<file path="src/rtl/voice_allocator.sv">
// voice_allocator: maps note-on/note-off key events onto three tone-generator voices.
// Latency: voice outputs and steal update on the COMMIT edge, two edges after the handshake edge.
// Backpressure: ev_ready is low during SEARCH and COMMIT, so at most one event is accepted every 3 cycles.
module voice_allocator #(
  parameter logic [23:0] RELEASE_CYCLES = 24'd10_000_000
) (
  input  logic        clk,
  input  logic        rst,
  input  logic        ev_valid,
  output logic        ev_ready,
  input  logic        ev_release,
  input  logic [7:0]  ev_code,
  input  logic [23:0] ev_ticks,
  output logic [2:0]  gate,
  output logic [2:0]  busy,
  output logic [23:0] ticks0,
  output logic [23:0] ticks1,
  output logic [23:0] ticks2,
  output logic [7:0]  code0,
  output logic [7:0]  code1,
  output logic [7:0]  code2,
  output logic [1:0]  voice_count,
  output logic        steal
);

  typedef enum logic [1:0] {S_IDLE, S_SEARCH, S_COMMIT} ctl_t;
  typedef enum logic [1:0] {V_FREE, V_HELD, V_REL} vst_t;
  typedef enum logic [1:0] {A_NONE, A_ON, A_OFF} act_t;

  ctl_t        r_state, w_state_nxt;
  vst_t        r_vst   [3];
  vst_t        w_vst_nxt [3];
  logic [23:0] r_cnt   [3];
  logic [23:0] r_ticks [3];
  logic [7:0]  r_code  [3];
  logic [1:0]  r_rank  [3];
  logic        r_ev_rel;
  logic [7:0]  r_ev_code;
  logic [23:0] r_ev_ticks;
  act_t        r_act, w_act;
  logic [1:0]  r_tgt, w_tgt;
  logic        r_retrig, w_retrig;
  logic        r_steal;
  logic [1:0]  r_vcount;
  logic [2:0]  w_gate_nxt;
  logic        w_commit;
  logic        w_hit, w_free, w_rel;
  logic [1:0]  w_hit_i, w_free_i, w_rel_i, w_old_i;

  assign w_commit = (r_state == S_COMMIT);

  // Controller state register.
  always_ff @(posedge clk or posedge rst) begin
    if (rst) r_state <= S_IDLE;
    else     r_state <= w_state_nxt;
  end

  // Controller next state; ready only while idle.
  always_comb begin
    w_state_nxt = r_state;
    ev_ready    = 1'b0;
    case (r_state)
      S_IDLE: begin
        ev_ready = 1'b1;
        if (ev_valid) w_state_nxt = S_SEARCH;
      end
      S_SEARCH: w_state_nxt = S_COMMIT;
      S_COMMIT: w_state_nxt = S_IDLE;
      default:  w_state_nxt = S_IDLE;
    endcase
  end

  // Target search: owner match first, then lowest free, then oldest releasing, then oldest held.
  always_comb begin
    w_hit = 1'b0;  w_hit_i  = 2'd0;
    w_free = 1'b0; w_free_i = 2'd0;
    w_rel = 1'b0;  w_rel_i  = 2'd0;
    w_old_i  = 2'd0;
    w_act    = A_NONE;
    w_tgt    = 2'd0;
    w_retrig = 1'b0;
    for (int i = 0; i < 3; i++) begin
      if (r_vst[i] != V_FREE && r_code[i] == r_ev_code && !w_hit) begin
        w_hit = 1'b1; w_hit_i = 2'(i);
      end
      if (r_vst[i] == V_FREE && !w_free) begin
        w_free = 1'b1; w_free_i = 2'(i);
      end
      if (r_vst[i] == V_REL && (!w_rel || r_rank[i] > r_rank[w_rel_i])) begin
        w_rel = 1'b1; w_rel_i = 2'(i);
      end
      if (r_rank[i] == 2'd2) w_old_i = 2'(i);
    end
    if (r_ev_rel) begin
      // Note-off only acts on a held owner; a code already releasing is ignored.
      if (w_hit && r_vst[w_hit_i] == V_HELD) begin
        w_act = A_OFF; w_tgt = w_hit_i;
      end
    end else if (r_ev_ticks != 24'd0) begin
      w_act = A_ON;
      if (w_hit) begin
        w_tgt = w_hit_i; w_retrig = 1'b1;
      end else if (w_free) w_tgt = w_free_i;
      else if (w_rel)      w_tgt = w_rel_i;
      else                 w_tgt = w_old_i;
    end
  end

  // Event latch at the handshake and search result capture.
  always_ff @(posedge clk or posedge rst) begin
    if (rst) begin
      r_ev_rel <= 1'b0; r_ev_code <= 8'd0; r_ev_ticks <= 24'd0;
      r_act <= A_NONE; r_tgt <= 2'd0; r_retrig <= 1'b0;
    end else begin
      if (r_state == S_IDLE && ev_valid) begin
        r_ev_rel <= ev_release; r_ev_code <= ev_code; r_ev_ticks <= ev_ticks;
      end
      if (r_state == S_SEARCH) begin
        r_act <= w_act; r_tgt <= w_tgt; r_retrig <= w_retrig;
      end
    end
  end

  // Per-voice next state; a commit beats the release counter expiring on the same edge.
  always_comb begin
    for (int i = 0; i < 3; i++) begin
      w_vst_nxt[i] = r_vst[i];
      if (w_commit && r_act == A_ON && r_tgt == 2'(i))       w_vst_nxt[i] = V_HELD;
      else if (w_commit && r_act == A_OFF && r_tgt == 2'(i)) w_vst_nxt[i] = V_REL;
      else if (r_vst[i] == V_REL && r_cnt[i] == 24'd0)       w_vst_nxt[i] = V_FREE;
      w_gate_nxt[i] = (w_vst_nxt[i] == V_HELD);
    end
  end

  // Voice registers, release counters, age ranks, steal pulse and voice count.
  always_ff @(posedge clk or posedge rst) begin
    if (rst) begin
      for (int i = 0; i < 3; i++) begin
        r_vst[i]   <= V_FREE;
        r_cnt[i]   <= 24'd0;
        r_ticks[i] <= 24'd0;
        r_code[i]  <= 8'd0;
        r_rank[i]  <= 2'(2 - i);
      end
      r_steal  <= 1'b0;
      r_vcount <= 2'd0;
    end else begin
      r_steal  <= w_commit && r_act == A_ON && !r_retrig && r_vst[r_tgt] != V_FREE;
      r_vcount <= {1'b0, w_gate_nxt[0]} + {1'b0, w_gate_nxt[1]} + {1'b0, w_gate_nxt[2]};
      for (int i = 0; i < 3; i++) begin
        r_vst[i] <= w_vst_nxt[i];
        if (w_commit && r_act == A_ON && r_tgt == 2'(i)) begin
          r_ticks[i] <= r_ev_ticks;
          r_code[i]  <= r_ev_code;
        end
        if (w_commit && r_act == A_OFF && r_tgt == 2'(i)) r_cnt[i] <= RELEASE_CYCLES - 24'd1;
        else if (r_vst[i] == V_REL && r_cnt[i] != 24'd0)  r_cnt[i] <= r_cnt[i] - 24'd1;
        if (w_commit && r_act == A_ON) begin
          if (r_tgt == 2'(i))                  r_rank[i] <= 2'd0;
          else if (r_rank[i] < r_rank[r_tgt])  r_rank[i] <= r_rank[i] + 2'd1;
        end
      end
    end
  end

  // Output decode of the voice registers.
  always_comb begin
    for (int i = 0; i < 3; i++) begin
      gate[i] = (r_vst[i] == V_HELD);
      busy[i] = (r_vst[i] != V_FREE);
    end
  end

  assign ticks0      = r_ticks[0];
  assign ticks1      = r_ticks[1];
  assign ticks2      = r_ticks[2];
  assign code0       = r_code[0];
  assign code1       = r_code[1];
  assign code2       = r_code[2];
  assign voice_count = r_vcount;
  assign steal       = r_steal;

endmodule

</file>
<file path="config.mk">
export PLATFORM = sky130hd
export DESIGN_NAME = voice_allocator
export DESIGN_NICKNAME = d
export VERILOG_FILES = /design/src/rtl/voice_allocator.sv
export SDC_FILE = /design/constraint.sdc
export NUM_CORES = 1
export LEC_CHECK = 0
export ABC_CLOCK_PERIOD_IN_PS = 10300
export CAP_MARGIN = 20
export CELL_PAD_IN_SITES_DETAIL_PLACEMENT = 1
export CELL_PAD_IN_SITES_GLOBAL_PLACEMENT = 2
export CORE_MARGIN = 2
export CORE_UTILIZATION = 27
export CTS_BUF_LIST = sky130_fd_sc_hd__clkbuf_4 sky130_fd_sc_hd__clkbuf_8
export CTS_CLUSTER_SIZE = 8
export DETAILED_ROUTE_END_ITERATION = 6
export GPL_TIMING_DRIVEN = 0
export PLACE_DENSITY_LB_ADDON = 0.1
export RECOVER_POWER = 50
export SLEW_MARGIN = 15
export SYNTH_ARGS = -nofsm -noshare
export SYNTH_HDL_FRONTEND = slang
export SYNTH_SLANG_ARGS = --single-unit
</file>
<file path="constraint.sdc">
create_clock -name clk -period 10.3 [get_ports clk]
set_clock_uncertainty 0.1 [all_clocks]
set_input_delay 1.545 -clock clk [delete_from_list [all_inputs] [get_ports clk]]
set_output_delay 1.545 -clock clk [all_outputs]
set_load 0.02 [all_outputs]
</file>
==> summary.md <==
| Metric | Value |
|---|---|
| CTS tree | `built` |
| Die area | `39500 um^2` |
| Port Buffers | `approximately 140` |
| Sum of buffers and inverters on the critical path | `1` |
| Top delay family on crit path | `buffers and inverters` |
| Max Clock Freq | `~0.25 GHz` |
| Hold Path End | `steal$_DFF_PP0_` |
| Mapped Area | `10200 um^2` |
| Drt wl/cell | `about 18 um` |
| EDFF count, synth | `0` |
| FP Rows | `71` |
| Setup CP Type | `reg -> out` |
| Initial antenna violation count | `3` |
| Total power | `3.22 mW` |
| Status | `complete, but fails checks` |
| DR iter-0 viols | `192` |
| Min Clock Period, post-route | `just under 4 ns` |
| Final ANT Viol Nets | `0` |
| Hold buffers post-CTS | `0` |
| TritonRoute pass-1 iters | `4` |
| Total Nets Final | `between 1000 and 1500` |
| Critical path arrival | `between 2 and 2.5 ns` |
| Syn nets | `918` |
| Clk sinks | `approximately 220` |
| MaxCap Viol Count | `1` |
| Max VDD drop | `0.131 mV` |
| CP Capture Type | `primary output` |
| Num ports | `around 140` |
| Mapped Cells | `869` |
| Worst rel slew slack | `-10.7%` |
| Least-Margin Pin Slew | `between 1.5 and 2 ns` |
| Congestion Overflow GR | `0` |
| TritonCTS Buffers | `43` |
| Die width | `between 150 and 200 um` |
| Terminus of the critical flop-to-flop path | `r_tgt[0]$_DFFE_PP0N_` |
| Setup ws final | `6.33 ns` |
| Clk buf depth | `3` |
| Vias | `7271` |
| FF-to-FF Start | `r_rank[5]$_DFFE_PP1P_` |
| Final Cycle Share | `38.5%` |
| Slew Limit Fails | `34` |
| First-pass GRT wire length | `47200 um` |
| Cells on Worst Hold Path | `1` |
| Number of global-route vias before repair | `around 8000` |
| Initial Util | `27.3%` |
| Critical Path Max Stage Delay | `~0.73 ns` |
| All-Layer GR Usage | `between 10% and 20%` |
| Most numerous cell in the Yosys netlist | `dfrtp_1` |
| Die H | `between 150 and 200 um` |
| Crit path max fanout | `7` |
| Clk_lat worst skew | `roughly 0.57 ns` |
| Leakage power | `6.03 nW` |
| Post-DP HPWL | `20200 um` |
| Worst reg2reg setup slack | `roughly 6.9 ns` |
| Crit-path cells | `nor2b_1 -> clkdlybuf4s50_1` |
| Wirelength, routed | `~29000 um` |
| Yosys warns | `0` |
| Pwr dens | `about 240 nW/um^2` |
| RePlAce Congestion | `around 0.72` |
| Seq/Total Area, Yosys | `~55%` |
| CP max-delay cell | `clkdlybuf4s50_1` |
| Fraction of layout cells with a size suffix above 1 | `20.5%` |
| Synthesized flop and latch total | `223` |
| Number of setup violations in the final report | `0` |
| Failing checks | `max-capacitance violations, max-slew violations` |
| Largest net degree at the start of global routing | `97` |
| Number of setup buffers added after CTS | `0` |
| Synth Flop Type | `dfrtp_1` |
| Critical hold path startpoint | `r_retrig$_DFFE_PP0N_` |
| Synth area leader | `dfrtp_1` |
| N_diodes | `0` |
| Core area | `37500 um^2` |
| CTS root buf | `clkbuf_8` |
| RSZ-0062 raised after global routing | `false` |
| Type of origin of the critical path | `flop` |
| Hold/Removal Path Class | `reg -> reg` |
| Vias per cell | `4.54` |
| H-tree depth | `2` |
| Final Hold Fails | `0` |
| Asr flop ratio synth | `100%` |
| Fin cells | `1600` |
| Syn avg cell area | `between 10 and 15 um^2` |
| Synth top cells by count | `221 x dfrtp_1, 130 x mux2_2, 77 x nand2_1` |
| Resize count post-CTS | `0` |
| Drt drc | `0` |
| Post-synth top area share | `between 50% and 60%` |
| Critical Path RT | `8.66 ns` |
| Library cells used by synthesis | `71` |
| Dpl ws | `6.48 ns` |
| Area contributors post-synth | `dfrtp_1 54%, mux2_2 14%, xor2_1 4.0%` |
| Clk slew on worst S/H paths | `roughly 0.06 ns` |
| Placed instance count | `1523` |
| Worst-case reg-to-reg path depth | `12` |
| Area delta synth->final | `29.0%` |
[metal layers]
layer  vias up  global-route usage [%]  routed length (um)
li1       3437                       -                   -
met1      3645                    19.6               12900
met2       136                    24.0               13500
met3        47                    6.78                2470
met4         6                    4.34                 551
met5         -                       0                  41
[cell usage in the layout (no fill, tap or decap), drive strengths merged, types with 6 or more instances in the layout]
master           n
nand2           77
and2             6
mux2           130
and3             8
buf              7
nor2b           15
a21oi           19
nor2            60
ha              12
o21ai           19
or4             10
a211oi           8
or3             10
nand2b           8
nor3            25
dfrtp          221
clkdlybuf4s50  139
inv             15
nand3           15
nand3b           7
xnor2           33
nor4            20
xor2            47
clkbuf         100
[stage by stage]
step | hold WS, ns | setup TNS (ns) | area (um^2) | utilization [%]
global placement | 0.384 | -310.61 | 12300 | 32.8
CTS | 0.388 | 0 | 13300 | 35.4
detailed placement | 0.379 | 0 | 12300 | 32.9
finish | 0.387 | 0 | 13200 | 35.2
global route | 0.395 | 0 | 13200 | 35.2
floorplan | 0.311 | 0 | 10200 | -
[power by group]
| group | internal [mW] | switching (mW) |
|---|---|---|
| Combinational | 0.511 | 0.520 |
| Sequential | 1.08 | 0.157 |
| Clock | 0.547 | 0.399 |
| Total | 2.14 | 1.08 |
[state kept, by name (all words and copies together) (netlist names)]
signal	count
voice_count	2
r_act	2
ticks0	24
r_rank	6
code2	8
r_vst	6
code1	8
r_tgt	2
r_ev_code	8
r_retrig	1
r_ev_rel	1
steal	1
code0	8
r_ev_ticks	24
r_state	2
ticks1	24
r_cnt	72
ticks2	24
[layout make-up]
class / instances / area, um^2
plain buffers: 37 / 144
clock buffers: 69 / 850
clock inverters: 8 / 71.3
fillers: 4182 / 24300
inverters: 15 / 57.6
multi-input cells: 594 / 4390
flip-flops and latches: 223 / 5580
well taps: 511 / 639
repair buffers: 143 / 1470
[worst max-delay path by stage]
stage,slack (ns),endpoint,startpoint,cells after the start
global placement,-1.44,r_cnt[34]$_DFFE_PP0P_,rst,2
CTS,6.16,gate[2],r_vst[0]$_DFF_PP0_,2
global route,6.17,gate[2],r_vst[0]$_DFF_PP0_,2
detailed placement,6.48,r_ev_code[4]$_DFFE_PP0P_,ev_valid,5
finish,6.33,gate[2],r_vst[0]$_DFF_PP0_,2
floorplan,2.55,code0[0]$_DFFE_PP0P_,rst,1
[logic make-up (layout without fill, tap and decap cells)]
| group | Yosys count | count (layout) | synth area share (%) |
|---|---|---|---|
| buffers and inverters | 52 | 272 | 1.96 |
| AND/OR/NAND/NOR | 287 | 287 | 14.9 |
| AO/OA/AOI/OAI | 81 | 81 | 5.51 |
| flip-flops | 223 | 223 | 54.5 |
| adder cells (fa/ha/maj) | 13 | 13 | 1.66 |
| multiplexers | 133 | 133 | 14.6 |
| XOR/XNOR | 80 | 80 | 6.85 |
Note: power is estimated with default switching activity, not from simulation.
==> edit 1, RTL diff (config.mk and constraints unchanged) <==
The 3 values of `act_t` get a one-hot encoding in 3 bits.
--- a/src/rtl/voice_allocator.sv
+++ b/src/rtl/voice_allocator.sv
@@ -25,7 +25,7 @@
 
   typedef enum logic [1:0] {S_IDLE, S_SEARCH, S_COMMIT} ctl_t;
   typedef enum logic [1:0] {V_FREE, V_HELD, V_REL} vst_t;
-  typedef enum logic [1:0] {A_NONE, A_ON, A_OFF} act_t;
+  typedef enum logic [2:0] {A_NONE = 3'b001, A_ON = 3'b010, A_OFF = 3'b100} act_t;
 
   ctl_t        r_state, w_state_nxt;
   vst_t        r_vst   [3];
Behaviour: same outputs for any inputs over 10 cycles, from zero or initial values and one cycle with rst high; not proved beyond that.
==> edit 1 against the original RTL <==
The run still ends with capacitance limit, slew limit left. Cell area rose by 1.1%. Sequential cell count rose by 1. Setup slack got worse by 0.22 ns. Area after synthesis grew 0.90%. Core utilization is 0.23 points higher. Power decreased by 2.4%. Die area is 0.89% higher. Routed wire length increased by 4.5%. Critical path type is now in2async. Largest cell class unchanged. Highest routed layer unchanged.
==> edit 1: results (changes against the original RTL) <==
DP HPWL: 21.0 mm (was 20.2 mm)
Max-cap viol count: 1 (unchanged)
Crit Path Max Fanout: 92 (was 7)
Gp weighted congestion: 0.693 (was 0.717)
Main area contributors after synthesis: dfrtp_1 (54%), mux2_2 (14%), xor2_1 (4.2%) (was dfrtp_1 (54%), mux2_2 (14%), xor2_1 (4.0%))
Vias in the first global route: 8204 (was 8026)
Failing checks: capacitance limit, slew limit (unchanged)
Drt pass-1 iters: 6 (was 4)
Seq pwr share: 0.386 (was 0.385)
Total track usage: 0.162 (was 0.155)
VDD IR-drop max: 0.115 mV (was 0.131 mV)
Pleak: 6.07 nW (was 6.03 nW)
Detailed-route via count: 7498 (was 7271)
Synth cell count leaders: dfrtp_1 (221), mux2_2 (131), nand2_1 (64) (was dfrtp_1 (221), mux2_2 (130), nand2_1 (77))
Status: complete, but fails checks (unchanged)
CP max-delay cell: clkinvlp_2 (was clkdlybuf4s50_1)
Drt wl/cell: 19.0 um (was 18.4 um)
First-pass GRT wire length: 48.9 mm (was 47.2 mm)
Sequential share of the synthesized area: 0.543 (was 0.545)
Syn Inst Count: 886 (was 869)
Compound-cell area share of the yosys netlist: 0.0496 (was 0.0551)
Syn_nets: 935 (was 918)
Peak per-stage delay on the critical path: 1.80 ns (was 0.73 ns)
Synth Area in XOR/XNOR: 0.0653 (was 0.0685)
Final nets: 1125 (was 1106)
Arr. time, crit path: 4.79 ns (was 2.32 ns)
Synth Area in Adders: 0.0165 (was 0.0166)
Slew Viols, Final: 65 (was 34)
Slew Limit Headroom: -1.16 (was -0.107)
==> edit 1: cell count changes after synthesis, sizes merged, moves of 6 or more <==
cell / before / now
nand2: 77 / 65
nand3: 15 / 25
nor4: 20 / 29
nand4: 5 / 13
clkbuf: 31 / 37
nor2b: 15 / 9
==> edit 1: final timing paths <==
check | slack (ns) | end | start | cells past startpoint
setup / recovery | 6.12 | r_cnt[13]$_DFFE_PP0P_ | rst | 4
hold / removal | 0.39 | r_cnt[29]$_DFFE_PP0P_ | r_cnt[29]$_DFFE_PP0P_ | 2
setup reg to reg | 6.52 | voice_count[0]$_DFF_PP0_ | r_act[0]$_DFFE_PP1N_ | 8
hold reg to reg | 0.39 | r_cnt[29]$_DFFE_PP0P_ | r_cnt[29]$_DFFE_PP0P_ | 2
max in group clk | 6.50 | busy[0] | r_vst[4]$_DFF_PP0_ | 3
min in group asynchronous | 2.22 | r_cnt[62]$_DFFE_PP0P_ | rst | 2
==> edit 1: layout make-up <==
| cell class | instances | area, um^2 |
|---|---|---|
| Clock buffer | 75 | 907 |
| Antenna cell | 1 | 2.50 |
| Clock inverter | 6 | 40.0 |
| Inverter | 18 | 68.8 |
| Fill cell | 4188 | 24300 |
| Tap cell | 511 | 639 |
| Timing Repair Buffer | 143 | 1470 |
| Sequential cell | 224 | 5610 |
| Multi-Input combinational cell | 601 | 4450 |
| Buffer | 43 | 163 |
==> edit 1: power groups by stage <==
stage / clock [mW] / combinational, mW / sequential (mW)
4_1_cts: 1.02 / 0.979 / 1.22
3_3_place_gp: 0 / 0.969 / 1.22
5_1_grt: 1.05 / 1.04 / 1.24
2_1_floorplan: 0 / 0.382 / 1.35
6_report: 0.970 / 0.958 / 1.21
3_5_place_dp: 0 / 0.973 / 1.23
==> edit 1: layer usage <==
layer | wire length, um | share of wire | GRT usage
met5 | 34 | 0.0011 | 0
met3 | 2850 | 0.093 | 0.0786
met2 | 13700 | 0.44 | 0.246
met1 | 13600 | 0.44 | 0.201
met4 | 664 | 0.022 | 0.0497
==> edit 1: metrics by stage <==
step / utilization / cells / hold WS (ns) / area, um^2
after detailed placement: 0.330 / 1540 / 0.382 / 12400
after global placement: 0.329 / 1538 / 0.382 / 12400
after CTS: 0.355 / 1621 / 0.399 / 13400
final: 0.354 / 1622 / 0.394 / 13400
after global routing: 0.354 / 1621 / 0.408 / 13300
after floorplan: - / 886 / 0.311 / 10300
==> edit 1: worst max-delay path, delay by kind of cell <==
kind	cells	cell delay, ns
buffers and inverters	4	3.12
==> edit 2, RTL diff (same flow settings) <==
Made on the original files. `RELEASE_CYCLES`: 24'd10_000_000 -> 24'd7500000.
--- a/src/rtl/voice_allocator.sv
+++ b/src/rtl/voice_allocator.sv
@@ -2,7 +2,7 @@
 // Latency: voice outputs and steal update on the COMMIT edge, two edges after the handshake edge.
 // Backpressure: ev_ready is low during SEARCH and COMMIT, so at most one event is accepted every 3 cycles.
 module voice_allocator #(
-  parameter logic [23:0] RELEASE_CYCLES = 24'd10_000_000
+  parameter logic [23:0] RELEASE_CYCLES = 24'd7500000
 ) (
   input  logic        clk,
   input  logic        rst,
Function: no difference found for any inputs over 10 cycles, from zero or initial values and one cycle with rst high; that may be too few to reach the edited logic, so the function may still have changed.
==> edit 2 against the original RTL <==
The run still ends with capacitance limit, slew limit left. Critical path depth is the same. Sequential cell count unchanged. Routed wire length decreased by 0.30%. Setup slack better by 0.23 ns. Power fell by 1.7%. Cell area up 0.45%. Area after synthesis decreased by 0.35%. Critical path type unchanged. Largest power group unchanged. Highest routed layer is now met4.
==> edit 2: results (changes against the original RTL) <==
Max-cap viol count: 1 (unchanged)
Sw power: 1.04 mW (was 1.08 mW)
Main area contributors after synthesis: dfrtp_1 (54%), mux2_2 (14%), xnor2_1 (3.5%) (was dfrtp_1 (54%), mux2_2 (14%), xor2_1 (4.0%))
FILL cells: 4109 (was 4182)
Total track usage: 0.155 (about the same)
Hold Path End: ticks0[18]$_DFFE_PP0P_ (was steal$_DFF_PP0_)
Flop-to-flop setup slack: 7.20 ns (was 6.87 ns)
Clk slew on worst S/H paths: 0.05 ns
Detailed-route via count: 7299 (was 7271)
DP HPWL: 20.2 mm (about the same)
Netlist cell types: 54 (was 71)
Pleak: 6.05 nW (was 6.03 nW)
Final wirelength: 29.4 mm (was 29.5 mm)
Syn Area/Cell: 11.7 um^2 (was 11.8 um^2)
Status: complete, but fails checks (unchanged)
Syn_nets: 917 (was 918)
Crit Path Max Fanout: 6 (was 7)
Met3 usage: 0.0668 (was 0.0678)
Post-Synthesis Cell Area: 10200 um^2 (about the same)
Hold Path Origin: ticks0[18]$_DFFE_PP0P_ (was r_retrig$_DFFE_PP0N_)
Largest net degree at the start of global routing: 98 (was 97)
TritonCTS buffer count: 44 (was 43)
Antenna violations before repair: 1 (was 3)
VDD IR-drop max: 0.133 mV (was 0.131 mV)
First-pass GRT wire length: 47.0 mm (was 47.2 mm)
Initial DRC Count: 158 (was 192)
Slew Limit Headroom: -0.663 (was -0.107)
Gp weighted congestion: 0.696 (was 0.717)
Met2 track demand over resource: 0.237 (was 0.240)
Layout cells sized above 1: 0.202 (was 0.205)
Synth cell count leaders: dfrtp_1 (221), mux2_2 (130), nand2_1 (62) (was dfrtp_1 (221), mux2_2 (130), nand2_1 (77))
Arr. time, crit path: 2.10 ns (was 2.32 ns)
Worst R2R Path Depth: 14 (was 12)
Vias in the first global route: 7894 (was 8026)
Placed instance count: 1522 (was 1523)
Worst skew pair latency: 0.59 ns (was 0.57 ns)
Met1 Use GR: 0.198 (was 0.196)
Failing checks: capacitance limit, slew limit (unchanged)
DR vias/cell: 4.56 (was 4.54)
Sequential share of the synthesized area: 0.547 (was 0.545)
Slew Viols, Final: 46 (was 34)
Peak per-stage delay on the critical path: 0.71 ns (was 0.73 ns)
## edit 2: cell count changes after synthesis, sizes merged, moves of 6 or more
cell,before,now
nand2,77,62
nor4,20,31
xor2,47,36
nor2,60,52
xnor2,33,41
o21ai,19,26
or3,10,17
nand3,15,21
## edit 2: final cells by class
type | instances | area share
Inverter | 16 | 0.00462
Clock inverter | 3 | 0.00415
Clock buffer | 73 | 0.0677
Antenna cell | 1 | 0.000189
Multi-Input combinational cell | 591 | 0.332
Sequential cell | 223 | 0.421
Timing Repair Buffer | 143 | 0.111
Tap cell | 511 | 0.0482
Buffer | 38 | 0.0119
## edit 2: worst max-delay path by stage
| stage | slack, ns | to | from | cells after the start |
|---|---|---|---|---|
| detailed placement | 6.40 | r_ev_ticks[8]$_DFFE_PP0P_ | ev_valid | 5 |
| CTS | 6.49 | gate[0] | r_vst[4]$_DFF_PP0_ | 2 |
| finish | 6.56 | gate[0] | r_vst[4]$_DFF_PP0_ | 2 |
| floorplan | 2.55 | code0[0]$_DFFE_PP0P_ | rst | 1 |
| global placement | -1.44 | r_cnt[33]$_DFFE_PP0P_ | rst | 2 |
| global route | 6.41 | gate[0] | r_vst[4]$_DFF_PP0_ | 2 |
## edit 2: power groups by stage
stage	registers, mW	logic, mW	clock network, mW
finish	1.21	0.973	0.975
global route	1.25	1.05	1.06
CTS	1.22	0.993	1.02
detailed placement	1.23	0.987	0
global placement	1.22	0.988	0
floorplan	1.36	0.371	0
## edit 2: cells by family after synthesis
logic type,Yosys count,share of synthesized area
compound gates,82,0.0502
mux,135,0.148
fa+ha+maj,13,0.0167
xor+xnor,77,0.0661
buf+inv,54,0.0213
flops,223,0.547
simple gates,284,0.150
## edit 2: metal layers
| metal | up-vias | routed length [um] |
|---|---|---|
| li1 | 3461 | - |
| met1 | 3651 | 13200 |
| met2 | 137 | 13100 |
| met3 | 50 | 2520 |
| met4 | 0 | 596 |
| met5 | - | 0 |
## edit 2: through the flow
| stage | worst slack [ns] | total power [mW] | setup TNS (ns) | utilization | hold WS (ns) |
|---|---|---|---|---|---|
| after floorplan | 2.55 | 1.73 | 0 | - | 0.312 |
| final | 6.56 | 3.16 | 0 | 0.355 | 0.400 |
| after global placement | -1.44 | 2.21 | -310.56 | 0.328 | 0.387 |
| after CTS | 6.49 | 3.23 | 0 | 0.355 | 0.407 |
| after detailed placement | 6.40 | 2.22 | 0 | 0.329 | 0.393 |
| after global routing | 6.41 | 3.36 | 0 | 0.355 | 0.414 |
